[config.mk]
export PLATFORM = sky130hd
export DESIGN_NAME = ifetch_resp_flat
export DESIGN_NICKNAME = d
export VERILOG_FILES = /design/src/rtl/ifetch_resp_pkg.sv /design/src/rtl/ifetch_resp_if.sv /design/src/rtl/ifetch_resp_trk_fifo.sv /design/src/rtl/ifetch_resp.sv /design/src/flat_wrapper.sv
export SDC_FILE = /design/constraint.sdc
export NUM_CORES = 1
export LEC_CHECK = 0
export BUFFER_PORTS_ARGS = -buffer_cell sky130_fd_sc_hd__buf_2
export CORE_MARGIN = 3
export CORE_UTILIZATION = 31
export CTS_CLUSTER_DIAMETER = 200
export DETAILED_ROUTE_END_ITERATION = 10
export PLACE_DENSITY_LB_ADDON = 0.25
export SYNTH_ARGS = -nofsm -noshare
export SYNTH_HDL_FRONTEND = slang
export SYNTH_SLANG_ARGS = --single-unit
export TNS_END_PERCENT = 1
[constraint.sdc]
create_clock -name clk -period 1.47 [get_ports clk]
set_input_delay 0.147 -clock clk [delete_from_list [all_inputs] [get_ports clk]]
set_output_delay 0.147 -clock clk [all_outputs]
set_load 0.05 [all_outputs]
[src/rtl/ifetch_resp_pkg.sv]
// Shared definitions for the instruction-fetch response block.
//   DMW_SEG_W / DMW_MAT_W : direct-map window field widths
//   RESET_PC              : fetch reset pc
//   mat_e                 : memory access type encodings for the DMW
//   ptr_w()               : pointer width for a FIFO of a given depth
package ifetch_resp_pkg;

  localparam int unsigned DMW_SEG_W = 3;
  localparam int unsigned DMW_MAT_W = 2;

  localparam logic [31:0] RESET_PC = 32'h1c00_0000;

  typedef enum logic [DMW_MAT_W-1:0] {
    MAT_SUC = 2'd0,  // strongly-ordered uncached
    MAT_CC  = 2'd1   // coherent cached
  } mat_e;

  // A single-entry FIFO still needs a one-bit pointer to index its storage.
  function automatic int unsigned ptr_w(input int unsigned depth);
    return (depth > 1) ? $clog2(depth) : 1;
  endfunction

endpackage

[src/rtl/ifetch_resp_if.sv]
// Fetch-stage and memory-side handshake bundle for ifetch_resp.
//   valid/iaddr/uncached -> addr_ok       : fetch request / accept
//   flush                                 : cancel outstanding fetches
//   data_ok/rdata                         : instruction return to fetch stage
//   rd_req/rd_addr/rd_uncached <- rd_rdy  : memory read request
//   ret_valid/ret_data                    : in-order memory return
// slave is the ifetch_resp side; master is the fetch stage + memory side.
interface ifetch_resp_if;

  logic        valid;
  logic [31:0] iaddr;
  logic        uncached;
  logic        addr_ok;
  logic        flush;
  logic        data_ok;
  logic [31:0] rdata;
  logic        rd_req;
  logic [31:0] rd_addr;
  logic        rd_uncached;
  logic        rd_rdy;
  logic        ret_valid;
  logic [31:0] ret_data;

  modport slave (
    input  valid, iaddr, uncached, flush, rd_rdy, ret_valid, ret_data,
    output addr_ok, data_ok, rdata, rd_req, rd_addr, rd_uncached
  );

  modport master (
    output valid, iaddr, uncached, flush, rd_rdy, ret_valid, ret_data,
    input  addr_ok, data_ok, rdata, rd_req, rd_addr, rd_uncached
  );

endinterface

[src/rtl/ifetch_resp_trk_fifo.sv]
// In-order tracking FIFO of outstanding fetches; each entry holds a kill bit.
//   clk, rst  : clock, synchronous active-high reset
//   push      : enqueue one entry (ignored when full)
//   pop       : dequeue oldest entry (ignored when empty)
//   kill_all  : mark every occupied entry killed, including one pushed now
//   head_kill : kill state of the oldest entry as seen by a pop this cycle
//   full      : count == DEPTH
//   empty     : count == 0
module ifetch_trk_fifo
  import ifetch_resp_pkg::*;
#(
  parameter int unsigned DEPTH = 2
) (
  input  logic clk,
  input  logic rst,
  input  logic push,
  input  logic pop,
  input  logic kill_all,
  output logic head_kill,
  output logic full,
  output logic empty
);

  localparam int unsigned PW = ptr_w(DEPTH);
  localparam int unsigned CW = $clog2(DEPTH + 1);

  logic [PW-1:0]        rd_ptr;
  logic [PW-1:0]        wr_ptr;
  logic [CW-1:0]        count;
  logic [(1<<PW)-1:0]   kill;
  logic                 push_eff;
  logic                 pop_eff;

  function automatic logic [PW-1:0] ptr_inc(input logic [PW-1:0] p);
    return (p == PW'(DEPTH - 1)) ? '0 : p + PW'(1);
  endfunction

  assign full     = (count == CW'(DEPTH));
  assign empty    = (count == '0);
  assign push_eff = push && !full;
  assign pop_eff  = pop && !empty;

  // A flush in the same cycle as a pop kills the departing entry too.
  assign head_kill = kill[rd_ptr] | kill_all;

  always_ff @(posedge clk) begin
    if (rst) begin
      rd_ptr <= '0;
      wr_ptr <= '0;
      count  <= '0;
      kill   <= '0;
    end else begin
      if (push_eff) wr_ptr <= ptr_inc(wr_ptr);
      if (pop_eff)  rd_ptr <= ptr_inc(rd_ptr);
      case ({push_eff, pop_eff})
        2'b10:   count <= count + CW'(1);
        2'b01:   count <= count - CW'(1);
        default: count <= count;
      endcase
      // Unoccupied slots may be marked too; a later push overwrites its slot.
      if (kill_all) kill <= '1;
      if (push_eff) kill[wr_ptr] <= kill_all;
    end
  end

endmodule

[src/rtl/ifetch_resp.sv]
// Instruction-fetch response tracker with direct-map-window translation.
//   clk, rst        : clock, synchronous active-high reset
//   bus (slave)     : fetch request/return and memory read handshake
//   viaddrh         : virtual pc bits [31:29]
//   piaddrh         : translated physical bits [31:29]
//   iuncached       : translated region is uncached
//   dmw_*           : direct-map window configuration
// Accepted fetches are tracked in order; returns for flushed fetches are
// dropped, surviving returns are presented one cycle later on data_ok/rdata.
module ifetch_resp
  import ifetch_resp_pkg::*;
#(
  parameter int unsigned DEPTH = 2
) (
  input  logic                 clk,
  input  logic                 rst,
  ifetch_resp_if.slave         bus,
  input  logic [DMW_SEG_W-1:0] viaddrh,
  output logic [DMW_SEG_W-1:0] piaddrh,
  output logic                 iuncached,
  input  logic                 dmw_en,
  input  logic [DMW_SEG_W-1:0] dmw_vseg,
  input  logic [DMW_SEG_W-1:0] dmw_pseg,
  input  logic [DMW_MAT_W-1:0] dmw_mat
);

  logic full;
  logic empty;
  logic head_kill;
  logic accept;

  always_comb begin
    piaddrh   = viaddrh;
    iuncached = 1'b0;
    if (dmw_en && (viaddrh == dmw_vseg)) begin
      piaddrh   = dmw_pseg;
      iuncached = (dmw_mat == MAT_SUC);
    end
  end

  assign bus.rd_req      = bus.valid && !full && !rst;
  assign bus.rd_addr     = bus.iaddr;
  assign bus.rd_uncached = bus.uncached;
  assign accept          = bus.rd_req && bus.rd_rdy;
  assign bus.addr_ok     = accept;

  ifetch_trk_fifo #(.DEPTH(DEPTH)) u_trk (
    .clk       (clk),
    .rst       (rst),
    .push      (accept),
    .pop       (bus.ret_valid),
    .kill_all  (bus.flush),
    .head_kill (head_kill),
    .full      (full),
    .empty     (empty)
  );

  always_ff @(posedge clk) begin
    if (rst) begin
      bus.data_ok <= 1'b0;
      bus.rdata   <= '0;
    end else begin
      bus.data_ok <= bus.ret_valid && !empty && !head_kill;
      if (bus.ret_valid && !empty && !head_kill) bus.rdata <= bus.ret_data;
    end
  end

endmodule

[src/flat_wrapper.sv]
// flat-port wrapper written by rule: the top's interface ports become plain ports
module ifetch_resp_flat import ifetch_resp_pkg::*;
#(
  parameter int unsigned DEPTH = 2
)
  (clk, rst, viaddrh, piaddrh, iuncached, dmw_en, dmw_vseg, dmw_pseg, dmw_mat, bus_valid, bus_iaddr, bus_uncached, bus_flush, bus_rd_rdy, bus_ret_valid, bus_ret_data, bus_addr_ok, bus_data_ok, bus_rdata, bus_rd_req, bus_rd_addr, bus_rd_uncached);
  ifetch_resp_if bus_i ();
  input  logic clk;
  input  logic rst;
  input  logic [DMW_SEG_W-1:0] viaddrh;
  output logic [DMW_SEG_W-1:0] piaddrh;
  output logic iuncached;
  input  logic dmw_en;
  input  logic [DMW_SEG_W-1:0] dmw_vseg;
  input  logic [DMW_SEG_W-1:0] dmw_pseg;
  input  logic [DMW_MAT_W-1:0] dmw_mat;
  input wire logic [$bits(bus_i.valid)-1:0] bus_valid;
  input wire logic [$bits(bus_i.iaddr)-1:0] bus_iaddr;
  input wire logic [$bits(bus_i.uncached)-1:0] bus_uncached;
  input wire logic [$bits(bus_i.flush)-1:0] bus_flush;
  input wire logic [$bits(bus_i.rd_rdy)-1:0] bus_rd_rdy;
  input wire logic [$bits(bus_i.ret_valid)-1:0] bus_ret_valid;
  input wire logic [$bits(bus_i.ret_data)-1:0] bus_ret_data;
  output wire logic [$bits(bus_i.addr_ok)-1:0] bus_addr_ok;
  output wire logic [$bits(bus_i.data_ok)-1:0] bus_data_ok;
  output wire logic [$bits(bus_i.rdata)-1:0] bus_rdata;
  output wire logic [$bits(bus_i.rd_req)-1:0] bus_rd_req;
  output wire logic [$bits(bus_i.rd_addr)-1:0] bus_rd_addr;
  output wire logic [$bits(bus_i.rd_uncached)-1:0] bus_rd_uncached;
  assign bus_i.valid = bus_valid;
  assign bus_i.iaddr = bus_iaddr;
  assign bus_i.uncached = bus_uncached;
  assign bus_i.flush = bus_flush;
  assign bus_i.rd_rdy = bus_rd_rdy;
  assign bus_i.ret_valid = bus_ret_valid;
  assign bus_i.ret_data = bus_ret_data;
  assign bus_addr_ok = bus_i.addr_ok;
  assign bus_data_ok = bus_i.data_ok;
  assign bus_rdata = bus_i.rdata;
  assign bus_rd_req = bus_i.rd_req;
  assign bus_rd_addr = bus_i.rd_addr;
  assign bus_rd_uncached = bus_i.rd_uncached;
  ifetch_resp #(.DEPTH(DEPTH)) u_core (.clk(clk), .rst(rst), .bus(bus_i), .viaddrh(viaddrh), .piaddrh(piaddrh), .iuncached(iuncached), .dmw_en(dmw_en), .dmw_vseg(dmw_vseg), .dmw_pseg(dmw_pseg), .dmw_mat(dmw_mat));
endmodule
==> results_dict.tcl <==
set metrics [dict create \
    drt-pass1-iter-count 3 \
    setup_tns_ns 0 \
    syn2layout_area_growth_pct 21.1 \
    grt_pass1_vias 1432 \
    vias_per_cell 4.33 \
    rsz0062_at_grt "true" \
    drv_cap 0 \
    pre_cts_ws_ns 0.00614 \
    cp.arrival_ns 1.66 \
    coreArea_um2 6420 \
    clock.fmax_ghz 0.690 \
    slew_headroom_pct 64.9 \
    critPathTopFamily "simple AND/OR/NAND/NOR gates" \
    critPathCaptureType "register" \
    yosys_warnings 0 \
    cp_data_required_time_ns 1.68 \
    synth_cells 215 \
    dp_hpwl_um 2850 \
    num_vias 1517 \
    route.detailed.drc 0 \
    antenna_found_initial 1 \
    yosys-top-cells-area "dfxtp_1 37%, nand2b_1 19%, mux2i_1 15%" \
    slowest_stage "dfxtp_4" \
    cts_hold_buf 0 \
    mostFrequentLayoutCells "87 x buf_2, 64 x nand2b_1, 36 x dfxtp_1" \
    ys_seq_area_share_pct 37.5 \
    timing.final.ws_setup_ns 0.0204 \
    n_antenna_cell 0 \
    fin_worst_skew_ns 0.00762 \
    path_cells "nor2b_4 -> nor3_4 -> inv_2 -> ha_4 -> xnor2_1 -> or3_1 -> a21oi_2" \
    hold_viol 0 \
    grt_max_degree 72 \
    synth_seq_cells 39 \
    crit_end "u_core.u_trk.count[1]" \
    h-tree-depth 2 \
    syn_area_um2 2080 \
    finalNetCount 357 \
    clock_path_buffers 2 \
    die_height_um 88 \
    fin_crit_ns 1.45 \
    synth_fp_nets 299 \
    io-pin-count 155 \
    place_congestion 0.626 \
    synth_top_area_cell "dfxtp_1" \
    drive_gt1_share_pct 43.2 \
    drt-wirelength-per-cell_um 11.5 \
    root_buffer "clkbuf_8" \
    clk_latency_ns 0.29 \
    r2r_start "u_core.u_trk.count[0]" \
    cp_max_fo 4 \
    cts_tree "done" \
    cpPeakStageDelay_ns 0.40 \
    crit_buf_inv 1 \
    drtIter0Drc 50 \
    startpoint "u_core.u_trk.count[0]" \
    setup_violations 0 \
    initial_core_util_pct 32.5 \
    cts.sinks 39 \
    finalMaxSlewViolations 0 \
    worst_slew_pin_slew_ns 0.527 \
    r2r_cells 7 \
    wl_um 4040 \
    crit_cells 7 \
    grt_pass1_wl_um 6400 \
    die_area_um2 7740 \
    peakVddDrop_mv 0.397 \
    clk_pin_slew_ns 0.07 \
    grt_overflow_total 0 \
    p_leak_nw 1.10 \
    grt_usage_pct 10.5 \
    drtAntennaViolNets 0 \
    hp-class "input port to register" \
    synth_top_cell_area_share_pct 37.5 \
    synth.avg_cell_area_um2 9.70 \
    crit_type "register to register" \
    p_per_area_nw_per_um2 985 \
    rows 29 \
    r2r_slack_ns 0.02 \
    r2r_end "u_core.u_trk.count[1]" \
    ys_types 28 \
    start_kind "register" \
    cts_buffers 5 \
    period_share_pct 98.6 \
    die_x_um 88 \
    port_buffers 88 \
    final_common_cell "buf_2" \
    min_path_cells 2 \
    status "finished, final reports clean" \
]
-- synth_stat cells --
cell type / count
nand2b_1: 64
dfxtp_1: 39
buf_4: 33
mux2i_1: 32
clkbuf_1: 7
inv_1: 4
nor2_1: 4
xnor2_1: 4
a21oi_1: 3
buf_6: 3
mux2_2: 3
nor3_1: 2
xor2_1: 2
a311oi_1: 1
buf_2: 1
ha_1: 1
mux2_4: 1
nand2b_4: 1
nand4_1: 1
nor2b_1: 1
nor3_4: 1
nor4_1: 1
o21ai_0: 1
o21ai_2: 1
o31ai_1: 1
o41ai_1: 1
or3_1: 1
or4_1: 1
-- final cells by class --
type	count	area (µm²)
Fill cell	671	3900
Multi-Input combinational cell	128	1020
Sequential cell	39	787
Timing Repair Buffer	95	520
Tap cell	77	96.3
Clock buffer	6	82.6
Inverter	4	15.0
Clock inverter	1	5.00
-- routing by layer --
layer	track usage [%]	share of wire [%]
met1	12.0	43
met2	17.1	45
met3	4.61	10
met5	0	0.50
met4	4.60	1.5
-- logic make-up (layout without fill, tap and decap cells) --
family / count (synthesis) / after routing / share of synthesized area [%]
and+or+nand+nor: 77 / 77 / 23.4
muxes: 36 / 36 / 17.7
xor gates and xnor gates: 6 / 6 / 2.52
AOI/OAI and AO/OA: 8 / 8 / 2.58
buffers and inverters: 48 / 106 / 15.7
adders and majority gates: 1 / 1 / 0.600
DFF: 39 / 39 / 37.5
-- through the flow --
stage	hold slack (ns)	total power [W]	instance area, µm²	util (%)	instances
floorplan	0.224	0.00184	2120	-	215
global placement	0.294	0.00177	2420	37.7	343
detailed placement	0.294	0.00177	2420	37.7	343
CTS	0.0897	0.00253	2510	39.1	350
global route	0.109	0.00263	2520	39.3	350
finish	0.105	0.00249	2520	39.3	350
-- sequential cells by signal (all words and copies together), names as in the netlist --
| name | flops |
|---|---|
| u_core.u_trk.kill | 2 |
| u_core.u_trk.count | 2 |
| u_core.bus.rdata | 32 |
| u_core.bus.data_ok | 1 |
| u_core.u_trk.rd_ptr | 1 |
| u_core.u_trk.wr_ptr | 1 |
-- power by group --
part           internal (W)  leakage (nW)  switching [W]
Combinational      0.000253         0.735       0.000339
Clock              0.000368        0.0470       0.000365
Sequential          0.00112         0.317      0.0000430
Total               0.00174          1.10       0.000746
-- what timing repair did --
item | 4_1_cts | 5_1_grt
pin swaps | 0 | 2
endpoints found under the setup margin | 2 | 24
gates cloned | 0 | 0
buffers inserted | 0 | 0
resized for setup | 2 | 4
-- worst min-delay path by stage --
| stage | start | end | slack (ns) |
|---|---|---|---|
| 6_report | bus_flush | u_core.bus.data_ok | 0.11 |
| 5_1_grt | bus_flush | u_core.bus.data_ok | 0.11 |
| 4_1_cts | bus_flush | u_core.bus.data_ok | 0.09 |
| 3_5_place_dp | bus_iaddr[10] | bus_rd_addr[10] | 0.29 |
| 3_3_place_gp | bus_iaddr[10] | bus_rd_addr[10] | 0.29 |
| 2_1_floorplan | bus_flush | u_core.bus.data_ok | 0.22 |
(Power assumes the default switching activity.)
